$ cat config.mk
export PLATFORM = sky130hd
export DESIGN_NAME = display_scan
export DESIGN_NICKNAME = d
export VERILOG_FILES = /design/src/rtl/display_pkg.sv /design/src/rtl/display_timer.sv /design/src/rtl/display_scan.sv
export SDC_FILE = /design/constraint.sdc
export NUM_CORES = 1
export LEC_CHECK = 0
export BUFFER_PORTS_ARGS = -buffer_cell sky130_fd_sc_hd__buf_4
export CELL_PAD_IN_SITES_DETAIL_PLACEMENT = 1
export CELL_PAD_IN_SITES_GLOBAL_PLACEMENT = 1
export CORE_MARGIN = 10
export CORE_UTILIZATION = 30
export CTS_CLUSTER_DIAMETER = 80
export DETAILED_ROUTE_END_ITERATION = 16
export PLACE_DENSITY_LB_ADDON = 0.1
export SLEW_MARGIN = 20
export SYNTH_ARGS = -nofsm -noshare
export SYNTH_HDL_FRONTEND = slang
export SYNTH_SLANG_ARGS = --single-unit
$ cat constraint.sdc
create_clock -name clk -period 2.9 [get_ports clk]
set_clock_uncertainty 0.1 [all_clocks]
set_input_delay 0.145 -clock clk [delete_from_list [all_inputs] [get_ports clk]]
set_output_delay 0.145 -clock clk [all_outputs]
set_load 0.005 [all_outputs]
$ cat src/rtl/display_pkg.sv
// ----------------------------------------------------------------------------
// display_pkg
// Shared definitions for the multiplexed 4-digit display scanner:
//   - scan FSM state encoding
//   - digit count and index width
//   - cycle counter width
//   - segment bit positions inside an 8-bit digit pattern (a..g, dp)
// No ports; imported by display_timer and display_scan.
// ----------------------------------------------------------------------------
package display_pkg;

    typedef enum logic [1:0] {
        ST_IDLE  = 2'd0,
        ST_BLANK = 2'd1,
        ST_ON    = 2'd2
    } state_e;

    localparam int NUM_DIGITS = 4;
    localparam int DIGIT_W    = 2;
    localparam int CNT_W      = 16;

    // Segment bit positions: bits 6:0 are g..a, bit 7 is the decimal point.
    localparam int SEG_A  = 0;
    localparam int SEG_B  = 1;
    localparam int SEG_C  = 2;
    localparam int SEG_D  = 3;
    localparam int SEG_E  = 4;
    localparam int SEG_F  = 5;
    localparam int SEG_G  = 6;
    localparam int SEG_DP = 7;
    localparam int SEG_W  = SEG_DP + 1;

endpackage

$ cat src/rtl/display_timer.sv
// ----------------------------------------------------------------------------
// display_timer
// Loadable down-counter that times the BLANK and ON phases of the scanner.
// Loading a duration L makes tc assert on the L-th cycle after the load edge,
// so a phase entered on a load edge lasts exactly L clocks. The counter
// parks at zero when not reloaded.
// Ports:
//   clk       in   system clock, rising edge
//   reset     in   asynchronous active-low reset
//   clear     in   synchronous clear to zero (highest priority)
//   load      in   load a new duration
//   load_val  in   duration in clocks (1..65535)
//   tc        out  terminal count: current cycle is the last of the phase
// ----------------------------------------------------------------------------
module display_timer
    import display_pkg::*;
(
    input  logic             clk,
    input  logic             reset,
    input  logic             clear,
    input  logic             load,
    input  logic [CNT_W-1:0] load_val,
    output logic             tc
);

    logic [CNT_W-1:0] count_q;
    logic [CNT_W-1:0] count_d;

    always_comb begin
        count_d = count_q;
        if (clear) begin
            count_d = '0;
        end else if (load) begin
            // Count holds L-1 .. 0, giving L cycles per load.
            count_d = (load_val == '0) ? '0 : load_val - CNT_W'(1);
        end else if (count_q != '0) begin
            count_d = count_q - CNT_W'(1);
        end
    end

    always_ff @(posedge clk or negedge reset) begin
        if (!reset) begin
            count_q <= '0;
        end else begin
            count_q <= count_d;
        end
    end

    assign tc = (count_q == '0);

endmodule

$ cat src/rtl/display_scan.sv
// ----------------------------------------------------------------------------
// display_scan
// Time-multiplexed scanner for a 4-digit 7-segment display. Each digit gets
// BLANK_CYCLES all-off clocks (anti-ghosting) followed by DIGIT_CYCLES clocks
// of drive. Digit patterns are captured into shadow registers at scan start
// and at every frame end, so register writes never tear a frame.
// Ports:
//   clk                   in   system clock, rising edge
//   reset                 in   asynchronous active-low reset
//   enable                in   scanning runs while high
//   segment0..segment3    in   digit patterns, bit7 = dp, bits6:0 = g..a, 1 = lit
//   anode[3:0]            out  digit select, anode[i] drives digit i
//   cathode[7:0]          out  segment drive, same bit order as segmentN
//   frame_done            out  one-clock pulse at the end of digit 3 drive
// All outputs are registered; they reflect the FSM state one clock later,
// except that a low enable turns them off on the very edge it is sampled.
// ----------------------------------------------------------------------------
module display_scan
    import display_pkg::*;
#(
    parameter logic [15:0] DIGIT_CYCLES     = 16'd50000,
    parameter logic [7:0]  BLANK_CYCLES     = 8'd100,
    parameter bit          ANODE_ACTIVE_LOW = 1'b1,
    parameter bit          SEG_ACTIVE_LOW   = 1'b1
) (
    input  logic                  clk,
    input  logic                  reset,
    input  logic                  enable,
    input  logic [SEG_W-1:0]      segment0,
    input  logic [SEG_W-1:0]      segment1,
    input  logic [SEG_W-1:0]      segment2,
    input  logic [SEG_W-1:0]      segment3,
    output logic [NUM_DIGITS-1:0] anode,
    output logic [SEG_W-1:0]      cathode,
    output logic                  frame_done
);

    // XOR masks: the "off" pattern doubles as the polarity inversion mask.
    localparam logic [NUM_DIGITS-1:0] ANODE_OFF  = {NUM_DIGITS{ANODE_ACTIVE_LOW}};
    localparam logic [SEG_W-1:0]      SEG_OFF    = {SEG_W{SEG_ACTIVE_LOW}};
    localparam logic [CNT_W-1:0]      BLANK_LOAD = CNT_W'(BLANK_CYCLES);
    localparam bit                    HAS_BLANK  = (BLANK_CYCLES != 8'd0);

    state_e                               state_q, state_d;
    logic [DIGIT_W-1:0]                   digit_q, digit_d;
    logic [NUM_DIGITS-1:0][SEG_W-1:0]     shadow_q, shadow_d;
    logic [NUM_DIGITS-1:0][SEG_W-1:0]     seg_in;
    logic [NUM_DIGITS-1:0]                anode_q, anode_d;
    logic [SEG_W-1:0]                     cathode_q, cathode_d;
    logic                                 frame_done_q, frame_done_d;

    logic [NUM_DIGITS-1:0]                lit_anode;
    logic [SEG_W-1:0]                     lit_seg;
    logic                                 start_digit;
    logic                                 tmr_clear;
    logic                                 tmr_load;
    logic [CNT_W-1:0]                     tmr_val;
    logic                                 tmr_tc;

    assign seg_in = {segment3, segment2, segment1, segment0};

    display_timer u_timer (
        .clk      (clk),
        .reset    (reset),
        .clear    (tmr_clear),
        .load     (tmr_load),
        .load_val (tmr_val),
        .tc       (tmr_tc)
    );

    always_comb begin
        state_d      = state_q;
        digit_d      = digit_q;
        shadow_d     = shadow_q;
        frame_done_d = 1'b0;
        start_digit  = 1'b0;
        tmr_clear    = 1'b0;
        tmr_load     = 1'b0;
        tmr_val      = DIGIT_CYCLES;

        // Drive pattern in true (active-high) sense; polarity applied below.
        lit_anode = '0;
        lit_seg   = '0;
        if (state_q == ST_ON) begin
            lit_anode[digit_q] = 1'b1;
            lit_seg            = shadow_q[digit_q];
        end

        if (!enable) begin
            // Abort from any state; also suppresses a coincident frame end.
            state_d   = ST_IDLE;
            digit_d   = '0;
            tmr_clear = 1'b1;
            lit_anode = '0;
            lit_seg   = '0;
        end else begin
            unique case (state_q)
                ST_IDLE: begin
                    digit_d     = '0;
                    shadow_d    = seg_in;
                    start_digit = 1'b1;
                end
                ST_BLANK: begin
                    if (tmr_tc) begin
                        state_d  = ST_ON;
                        tmr_load = 1'b1;
                        tmr_val  = DIGIT_CYCLES;
                    end
                end
                ST_ON: begin
                    if (tmr_tc) begin
                        if (digit_q == DIGIT_W'(NUM_DIGITS - 1)) begin
                            frame_done_d = 1'b1;
                            digit_d      = '0;
                            shadow_d     = seg_in;
                        end else begin
                            digit_d = digit_q + DIGIT_W'(1);
                        end
                        start_digit = 1'b1;
                    end
                end
                default: begin
                    state_d = ST_IDLE;
                end
            endcase

            // A new digit begins with its blank phase, or straight in ON
            // when no blanking is configured.
            if (start_digit) begin
                tmr_load = 1'b1;
                if (HAS_BLANK) begin
                    state_d = ST_BLANK;
                    tmr_val = BLANK_LOAD;
                end else begin
                    state_d = ST_ON;
                    tmr_val = DIGIT_CYCLES;
                end
            end
        end

        anode_d   = lit_anode ^ ANODE_OFF;
        cathode_d = lit_seg ^ SEG_OFF;
    end

    always_ff @(posedge clk or negedge reset) begin
        if (!reset) begin
            state_q      <= ST_IDLE;
            digit_q      <= '0;
            shadow_q     <= '0;
            anode_q      <= ANODE_OFF;
            cathode_q    <= SEG_OFF;
            frame_done_q <= 1'b0;
        end else begin
            state_q      <= state_d;
            digit_q      <= digit_d;
            shadow_q     <= shadow_d;
            anode_q      <= anode_d;
            cathode_q    <= cathode_d;
            frame_done_q <= frame_done_d;
        end
    end

    assign anode      = anode_q;
    assign cathode    = cathode_q;
    assign frame_done = frame_done_q;

endmodule

==> impl_metrics.yaml <==
run_status:
  status: "completed"
logic_synthesis:
  synthDistinctLibCells: 47
  ys_seq_elements: 65
  synth_warnings: 0
  synthCells: 240
  synth_top_family_by_area: "multiplexers"
  synth_area_um2: 3050
  synth_xor_area_share_pct: 1.15
  synth-simple-area-share_pct: 14.2
  yosysMostFrequentCell: "dfrtp_1"
  syn-num-nets: 280
  synth_top_area_share_pct: 43.4
  synth_flop_cell: "dfrtp_1"
  synth_fa_ha_area_share_pct: 2.38
  avgSynthCellArea_um2: 12.7
  synth-compound-area-share_pct: 7.41
  async_flop_share_pct: 100
  yosys.area.top_type: "dfrtp_1"
  synth_edf_count: 0
  synth.area.top_cells: "dfrtp_1, mux2_1, dfstp_2"
  synth.yosys.seq_area_share_pct: 53.7
  muxShareOfSynthArea_pct: 18.0
  synth_common_cells: "dfrtp_1, mux2_1, nand2_1"
sta:
  rsz0062_at_grt: "false"
  fmax_mhz: 395
  maxSlewViolCount: 0
  worst_slew_pin_slew_ns: 0.831
  finalSetupViolCount: 0
  finalWorstSetupSlack_ns: 0.371
  max_slew_margin_pct: 44.6
  fin_setup_tns_ns: 0
  hold_violations: 0
  post-route-min-period_ns: 2.53
  period_share_pct: 87.2
global_route:
  grt_max_degree: 66
  track_usage_pct: 11.2
  antenna_found_initial: 0
  gr-total-overflow: 0
  grt_pass1_vias: 2462
  grt_pass1_wl_um: 13100
pwr:
  ir_drop_v: 0.000219
  leakage_uw: 0.00168
  power.density_nw_per_um2: 625
clocking:
  cts-htree-levels: 3
  clock-sinks: 65
  cts.clk_slew.worst_paths_ns: 0.07
  cts_buffers: 9
  cts_tree: "built"
  clock-root-buffer: "clkbuf_8"
  insertion_delay_ns: 0.34
  postCtsSetupBuffers: 0
  clockBufferDepth: 2
routing:
  drc_errors: 0
  wl_met2_um: 3650
  drtPass1Iterations: 4
  drt_iter0_drc: 107
  routed_wl_um: 7800
  ant_nets: 0
  via_count: 2228
  dr_wl_met3_um: 364
  viasPerCell: 4.80
  wl_per_cell_um: 16.8
  wl_met1_um: 3700
  top_layer_used: "met4"
critical_path:
  critical_path.max_stage_delay_ns: 0.43
  slowest_stage: "dfrtp_1"
  arrival_ns: 2.66
  crit_path_max_fanout: 32
  crit_required_ns: 3.03
  r2r_start: "u_timer.count_q[0]"
  crit_type: "flop to flop"
  crit_chain: "inv_1 > ha_1 > nor4b_2 > nand4_4 > o31ai_4 > buf_12 > mux2_2"
  cp-start-kind: "flop"
  crit_path_end_kind: "flop"
  critPathLaunch: "u_timer.count_q[0]"
run:
  maxCapViolCount: 0
floorplanning:
  rows: 36
  fp.dieW_um: 121
  fp.dieH_um: 121
  die_area_um2: 14600
  core_area_um2: 9860
  io_pins: 48
  start_util_pct: 31.0
placement:
  pre_cts_slack_ns: 0.337
  port_buffers: 47
  placed_cells: 414
  dp_hpwl_um: 5250
  globalplace.congestion: 0.763
min_path:
  hold_class: "input pin to asynchronous set/reset pin"
layout:
  drive_above_1_share_pct: 28.7
  synthToLayoutAreaGrowth_pct: 35.6
  final_util_pct: 42.0
  num_antenna_cells: 0
  stdcell_count: 464
  layout.nets: 366
[timing repair]
item / 4_1_cts / 5_1_grt
hold buffers: 34 / 0
endpoints found under the hold margin: 88 / 0
gates resized for setup: 0 / 0
[routing by layer]
metal,GRT usage (%),vias to the layer above
met5,0,-
met4,4.98,0
met3,3.16,7
met2,16.5,48
met1,15.0,1110
li1,-,1063
[cell families after synthesis]
| kind of cell | count (synthesis) |
|---|---|
| AO/OA/AOI/OAI | 30 |
| multiplexers | 41 |
| buffers and inverters | 19 |
| XOR/XNOR | 4 |
| flip-flops | 65 |
| adder cells (fa/ha/maj) | 6 |
| AND/OR/NAND/NOR | 75 |
[stage by stage]
| step | total power (uW) | hold WS (ns) | instance area, um^2 |
|---|---|---|---|
| final | 2590 | 0.349 | 4140 |
| after global routing | 2740 | 0.410 | 4140 |
| after CTS | 2630 | 0.386 | 4140 |
| after detailed placement | 1620 | 0.212 | 3560 |
| after global placement | 1620 | 0.225 | 3560 |
| after floorplan | 1460 | -0.251 | 3050 |
[where the power goes]
| part | leakage, uW | internal (uW) | switching [uW] | total (uW) |
|---|---|---|---|---|
| registers | 0.000782 | 1040 | 96.5 | 1140 |
| clock network | 0.000117 | 576 | 374 | 950 |
| logic | 0.000782 | 263 | 241 | 504 |
[critical path, delay by kind of cell, from the launching register on]
family          cells  cell delay [ns]
flops               1             0.43
fa+ha+maj           1             0.25
buf+inv             2             0.35
mux                 1             0.35
simple gates        2             0.61
compound gates      1             0.31
[layout make-up]
class	instances	area, um^2
Clock inverter	6	115
Clock buffer	10	128
Fill cell	1052	5720
Inverter	8	30.0
Timing Repair Buffer	86	743
Tap cell	133	166
Multi-Input combinational cell	156	1320
Sequential cell	65	1640
[sequential cells by signal (all words and copies together) (netlist names)]
signal	cells
anode	4
digit_q	2
cathode	8
u_timer.count_q	16
state_q	2
frame_done	1
shadow_q	32
[path summary, 6_finish.rpt]
check                      cells past startpoint             endpoint  slack, ns
setup / recovery                               7         shadow_q[17]       0.37
setup reg to reg                               7         shadow_q[17]       0.37
hold reg to reg                                1         shadow_q[10]       0.38
hold / removal                                 2  u_timer.count_q[12]       0.35
min in group clk                               1         shadow_q[10]       0.38
max in group asynchronous                      2          shadow_q[9]       1.81
[cell usage in the layout, fill, tap and decap left out, types with 7 or more instances in the layout]
cell	instances
mux4_2	8
mux2_1	30
nand2_1	24
a21oi_1	7
clkbuf_8	9
dfrtp_1	53
dlygate4sd3_1	34
nor3_1	10
dfstp_2	12
buf_4	51
nor2_1	9
(Power assumes the default switching activity.)
